--- src/rtl/snn_stack.sv ---
// snn_stack: LAYERS cascaded layers of N leaky integrate-and-fire neurons.
// Every layer has its own threshold, leak shift, refractory length and an
// N x N weight matrix. All of these come from one serially loaded
// configuration register.
module snn_stack #(
  parameter int LAYERS = 3,
  parameter int N      = 3,
  parameter int W_W    = 8,
  parameter int V_W    = 12,
  parameter int CFG_W  = LAYERS * (V_W + 3 + 4 + N * N * W_W)
) (
  input  logic         clk,
  input  logic         rst_n,
  input  logic         enable,
  input  logic [N-1:0] input_spikes,
  input  logic         cfg_en,
  input  logic         cfg_bit,
  output logic [N-1:0] output_spikes,
  output logic         out_valid
);

  localparam int SEG_W = V_W + 3 + 4 + N * N * W_W;
  localparam int LOG_N = (N > 1) ? $clog2(N) : 1;
  // Headroom for the potential plus N weights, taking the wider operand.
  localparam int ACC_W = ((V_W > W_W) ? V_W : W_W) + LOG_N + 2;
  localparam logic signed [ACC_W-1:0] ACC_MAX = {{(ACC_W-V_W+1){1'b0}}, {(V_W-1){1'b1}}};
  localparam logic signed [ACC_W-1:0] ACC_MIN = {{(ACC_W-V_W+1){1'b1}}, {(V_W-1){1'b0}}};
  localparam logic [V_W-1:0] THR_RST = {1'b0, {(V_W-1){1'b1}}};

  // Reset config: every threshold is at the positive maximum and all other fields are zero.
  function automatic logic [CFG_W-1:0] cfg_reset_value();
    logic [CFG_W-1:0] c;
    c = '0;
    for (int l = 0; l < LAYERS; l++) begin
      c[(LAYERS-l)*SEG_W-1 -: V_W] = THR_RST;
    end
    return c;
  endfunction

  localparam logic [CFG_W-1:0] CFG_RST = cfg_reset_value();

  logic [CFG_W-1:0] r_cfg;
  logic             r_out_valid;
  logic [N-1:0]     w_layer_spikes [LAYERS];

  // Serial configuration shift register. The first bit loaded ends up as the MSB.
  always_ff @(posedge clk or negedge rst_n) begin
    if (!rst_n) begin
      r_cfg <= CFG_RST;
    end else if (cfg_en) begin
      r_cfg <= {r_cfg[CFG_W-2:0], cfg_bit};
    end
  end

  // out_valid marks the cycle after a tick. Configuration mode suppresses the tick.
  always_ff @(posedge clk or negedge rst_n) begin
    if (!rst_n) begin
      r_out_valid <= 1'b0;
    end else begin
      r_out_valid <= enable & ~cfg_en;
    end
  end

  for (genvar gi = 0; gi < LAYERS; gi++) begin : g_layer
    // Layer 0 occupies the most significant segment.
    localparam int TOP   = (LAYERS - gi) * SEG_W - 1;
    localparam int WBASE = (LAYERS - 1 - gi) * SEG_W;

    logic signed [V_W-1:0] w_thr;
    logic [2:0]            w_leak;
    logic [3:0]            w_refr;
    logic signed [W_W-1:0] w_wt [N*N];
    logic [N-1:0]          w_pre;
    logic signed [ACC_W-1:0] w_acc;
    logic signed [V_W-1:0] w_sat;
    logic signed [V_W-1:0] w_v_next [N];
    logic [3:0]            w_rc_next [N];
    logic [N-1:0]          w_spike_next;
    logic signed [V_W-1:0] r_v [N];
    logic [3:0]            r_rc [N];
    logic [N-1:0]          r_spike;

    assign w_thr  = r_cfg[TOP -: V_W];
    assign w_leak = r_cfg[TOP-V_W -: 3];
    assign w_refr = r_cfg[TOP-V_W-3 -: 4];

    // Weight index k = post*N + pre. k = 0 is the most significant weight.
    for (genvar gk = 0; gk < N * N; gk++) begin : g_wt
      assign w_wt[gk] = r_cfg[WBASE + (N*N-1-gk)*W_W +: W_W];
    end

    if (gi == 0) begin : g_src_in
      assign w_pre = input_spikes;
    end else begin : g_src_prev
      assign w_pre = w_layer_spikes[gi-1];
    end

    assign w_layer_spikes[gi] = r_spike;

    // Next state for each neuron: leak, integrate, saturate, then test against the threshold.
    always_comb begin
      w_acc        = '0;
      w_sat        = '0;
      w_spike_next = '0;
      for (int j = 0; j < N; j++) begin
        w_v_next[j]  = '0;
        w_rc_next[j] = '0;
      end
      for (int j = 0; j < N; j++) begin
        w_acc = {{(ACC_W-V_W){r_v[j][V_W-1]}}, r_v[j]};
        if (w_leak != 3'd0) begin
          w_acc = w_acc - (w_acc >>> w_leak);
        end
        for (int i = 0; i < N; i++) begin
          if (w_pre[i]) begin
            w_acc = w_acc + {{(ACC_W-W_W){w_wt[j*N+i][W_W-1]}}, w_wt[j*N+i]};
          end
        end
        if (w_acc > ACC_MAX) begin
          w_sat = ACC_MAX[V_W-1:0];
        end else if (w_acc < ACC_MIN) begin
          w_sat = ACC_MIN[V_W-1:0];
        end else begin
          w_sat = w_acc[V_W-1:0];
        end
        if (r_rc[j] != 4'd0) begin
          w_rc_next[j] = r_rc[j] - 4'd1;
        end else if (w_sat >= w_thr) begin
          w_spike_next[j] = 1'b1;
          w_rc_next[j]    = w_refr;
        end else begin
          w_v_next[j] = w_sat;
        end
      end
    end

    // Neuron state: cleared in config mode, advanced on a tick, held otherwise.
    always_ff @(posedge clk or negedge rst_n) begin
      if (!rst_n) begin
        r_spike <= '0;
        for (int j = 0; j < N; j++) begin
          r_v[j]  <= '0;
          r_rc[j] <= '0;
        end
      end else if (cfg_en) begin
        r_spike <= '0;
        for (int j = 0; j < N; j++) begin
          r_v[j]  <= '0;
          r_rc[j] <= '0;
        end
      end else if (enable) begin
        r_spike <= w_spike_next;
        for (int j = 0; j < N; j++) begin
          r_v[j]  <= w_v_next[j];
          r_rc[j] <= w_rc_next[j];
        end
      end
    end
  end

  assign output_spikes = w_layer_spikes[LAYERS-1];
  assign out_valid     = r_out_valid;

endmodule

--- config.mk ---
export PLATFORM = sky130hd
export DESIGN_NAME = snn_stack
export DESIGN_NICKNAME = d
export VERILOG_FILES = /design/src/rtl/snn_stack.sv
export SDC_FILE = /design/constraint.sdc
export NUM_CORES = 2
export LEC_CHECK = 0
export CORE_ASPECT_RATIO = 0.5
export CORE_MARGIN = 2
export CORE_UTILIZATION = 41
export DETAILED_ROUTE_END_ITERATION = 12
export PLACE_DENSITY = 0.59
export SETUP_SLACK_MARGIN = 0.02
export SLEW_MARGIN = 40
export SYNTH_ARGS = -nofsm -noshare
export SYNTH_HDL_FRONTEND = slang
export SYNTH_SLANG_ARGS = --single-unit
--- constraint.sdc ---
create_clock -name clk -period 9.45 [get_ports clk]
set_input_delay 1.89 -clock clk [delete_from_list [all_inputs] [get_ports clk]]
set_output_delay 1.89 -clock clk [all_outputs]
set_load 0.03 [all_outputs]
==> out/results.tsv <==
metric	value	unit
status	finished with violations	
failing checks	setup timing	
CP required	10030	ps
min-delay src	r_cfg[265]	
Critical Path Most Common Cell	a21oi_2	
Vias	53800	
FF+latch count, synth	427	
count of cell types in the netlist	112	
WHS Endpoint	r_cfg[266]	
r2r setup slk	-660	ps
Initial DRC Count	3436	
area share of the largest cell type after synthesis	0.187	
Die Area	132000	sq um
Cell Count, Final, Fillers Out	9532	
P&R area growth vs syn	35.0	%
Post-CTS Hold Buffers	0	
I/O pins	12	
# rows	92	
Clock Pin Slew Worst Setup and Hold Paths	70	ps
via count of the first global-routing pass	53900	
critical path's slowest cell	or4_4	
total track usage	0.251	
number of synthesized flops with an enable pin	0	
area leader, netlist	dfrtp_1	
vias per cell	5.65	
commonest non-fill, non-tap cell in the layout	buf_4	
top cells by area, synth	dfrtp_1 (19%), ha_1 (16%), mux2_2 (7.2%), o21ai_0 (5.3%), a21oi_1 (4.8%)	
H-tree depth	2	
IO Port Bufs	11	
die height	258	um
layout cells sized above 1	0.337	
antenna cell count	0	
YS warnings	0	
fraction of registers with async set or reset after synthesis	1.00	
WP buf/inv	3	
Final Skew	21.2	ps
Cell Area, Synth	52700	sq um
minimum clock period	10110	ps
Worst Hold Depth	2	
Final Routed Wirelength	172000	um
relative slew slack	0.401	
Remaining Overflow, GRT	0	
Syn Area/Cell	8.20	sq um
Synth Flop Type	dfrtp_1	
CTS sink cnt	427	
nets	8507	
CP max stage delay	610	ps
Die Wd	511	um
Worst EP arrival	10690	ps
worst-margin pin slew	899	ps
routability cong.	0.930	
Setup Total Neg Slack	-37730	ps
Crit. Startpoint	r_cfg[76]	
CTS Buf Count	48	
CP Class	flop to flop	
Initial Util	0.416	
Startpoint Class	flop	
DRT antenna net count	0	
reg-to-reg critical path startpoint	r_cfg[76]	
initial antenna violation count	0	
Reg2Reg Capture Point	g_layer[2].r_v[27]	
pin count of the biggest net entering global routing	103	
Max-Cap Viols	0	
placed insts	9288	
hold crit path type	flop to flop	
CTS Root Cell	clkbuf_16	
critical path endpoint category	flop	
cell count after synthesis	6431	
Max Freq	98.9	MHz
DRC Markers	0	
peak fanout along the critical path	8	
RSZ-0062 raised after global routing	true	
fraction of the cycle the final worst path needs	1.07	
core box area	127000	sq um
# setup viols final	140	
clock tree from TritonCTS	yes	
Synth Net Count	7138	
commonest non-fill, non-tap cells in the layout	buf_4 (1505), nand2_1 (634), ha_1 (576), nor2_1 (443), o21ai_0 (438)	
first-pass GRT wire length	276000	um
register area share after synthesis	0.204	
worst-skew pair later-pin latency	640	ps
max-slew violation count	0	
Worst path top cell family by delay	compound AO/OA/AOI/OAI gates	
Bufs on Longest Clock Path	3	
wire length per cell	18.1	um
drt first pass iters	5	
post-detailed-placement half-perimeter wirelength	130000	um
Reg2Reg Depth	48	
Hold Violations, Final	0	
worst setup margin	-657	ps
[tightest hold or removal path: stages (launching register included)]
cell and delay, ps:
dfstp_2 370, nand2_1 40, o21ai_0 70
[per-stage QoR]
stage                     hold slack [ps]  utilization  worst slack (ps)  area (sq um)
after floorplan                       458            -              34.4         53000
after global placement                464        0.512             -1080         64900
after detailed placement              474        0.513             -1130         65000
after CTS                             483        0.545              -493         69000
after global routing                  503        0.561             -1190         71100
final                                 483        0.561              -657         71100
[Yosys cell counts, types with 23 or more instances]
cell	count
a21oi_1	505
o211ai_1	130
inv_1	288
o22ai_1	24
or3_1	48
nand4_1	23
xor2_1	140
nor3_1	89
dfstp_2	33
nand3_1	88
o31a_1	23
nor2b_1	84
ha_1	663
a21o_1	177
nand2b_1	125
o31ai_1	41
and3_1	33
o21ai_0	562
xnor2_1	209
nand2_1	641
dfrtp_1	394
mux2_2	338
o21a_1	132
o21ai_1	37
o21bai_1	30
a31oi_1	68
fa_1	36
nor2_1	472
nor3b_1	25
a211oi_1	141
mux2i_1	174
clkbuf_1	195
buf_1	41
[timing repair]
item                                   CTS  global route
gates cloned                             6             5
pin swaps                              205           234
endpoints found under the hold margin    0             0
resized for setup                      376           367
setup endpoints to repair              153           153
buffers inserted                        90            55
[how the worst max path moves through the flow]
stage | endpoint | slack [ps] | depth (start not counted)
after floorplan | g_layer[0].r_v[0] | 30 | 55
after global placement | g_layer[0].r_v[2] | -1080 | 51
after detailed placement | g_layer[0].r_v[2] | -1130 | 55
after CTS | g_layer[2].r_v[27] | -490 | 53
after global routing | g_layer[2].r_v[29] | -1190 | 53
final | g_layer[2].r_v[27] | -660 | 48
[layer usage]
layer / part of all wire / GRT usage
met3: 0.038 / 0.0250
met4: 0.030 / 0.0776
met5: 0 / 0
met2: 0.48 / 0.438
met1: 0.46 / 0.326
[state kept, by name, summed over array words and instances, names as in the netlist]
| register | count |
|---|---|
| r_cfg | 273 |
| g_layer.r_rc | 36 |
| out_valid | 1 |
| output_spikes | 3 |
| g_layer.r_v | 108 |
| g_layer.r_spike | 6 |
[cell type report]
| class | count | area, sq um |
|---|---|---|
| multi-input cells | 5447 | 43100 |
| flip-flops and latches | 427 | 10700 |
| inverters | 295 | 1110 |
| clock inverters | 33 | 404 |
| repair buffers | 1581 | 12400 |
| well taps | 1692 | 2120 |
| clock buffers | 57 | 1260 |
| fillers | 11300 | 55600 |
[logic make-up (layout without fill, tap and decap cells)]
family	count (synthesis)	count (layout)	share of synthesized area
DFF	427	427	0.204
adders and majority gates	699	699	0.171
AOI/OAI and AO/OA	2122	2122	0.257
xor gates and xnor gates	357	357	0.0612
muxes	533	533	0.114
buffers and inverters	560	1966	0.0412
and+or+nand+nor	1733	1736	0.152
Power is not shown: default switching activity piles up to over one toggle a cycle in this logic, so the estimate is an artifact.
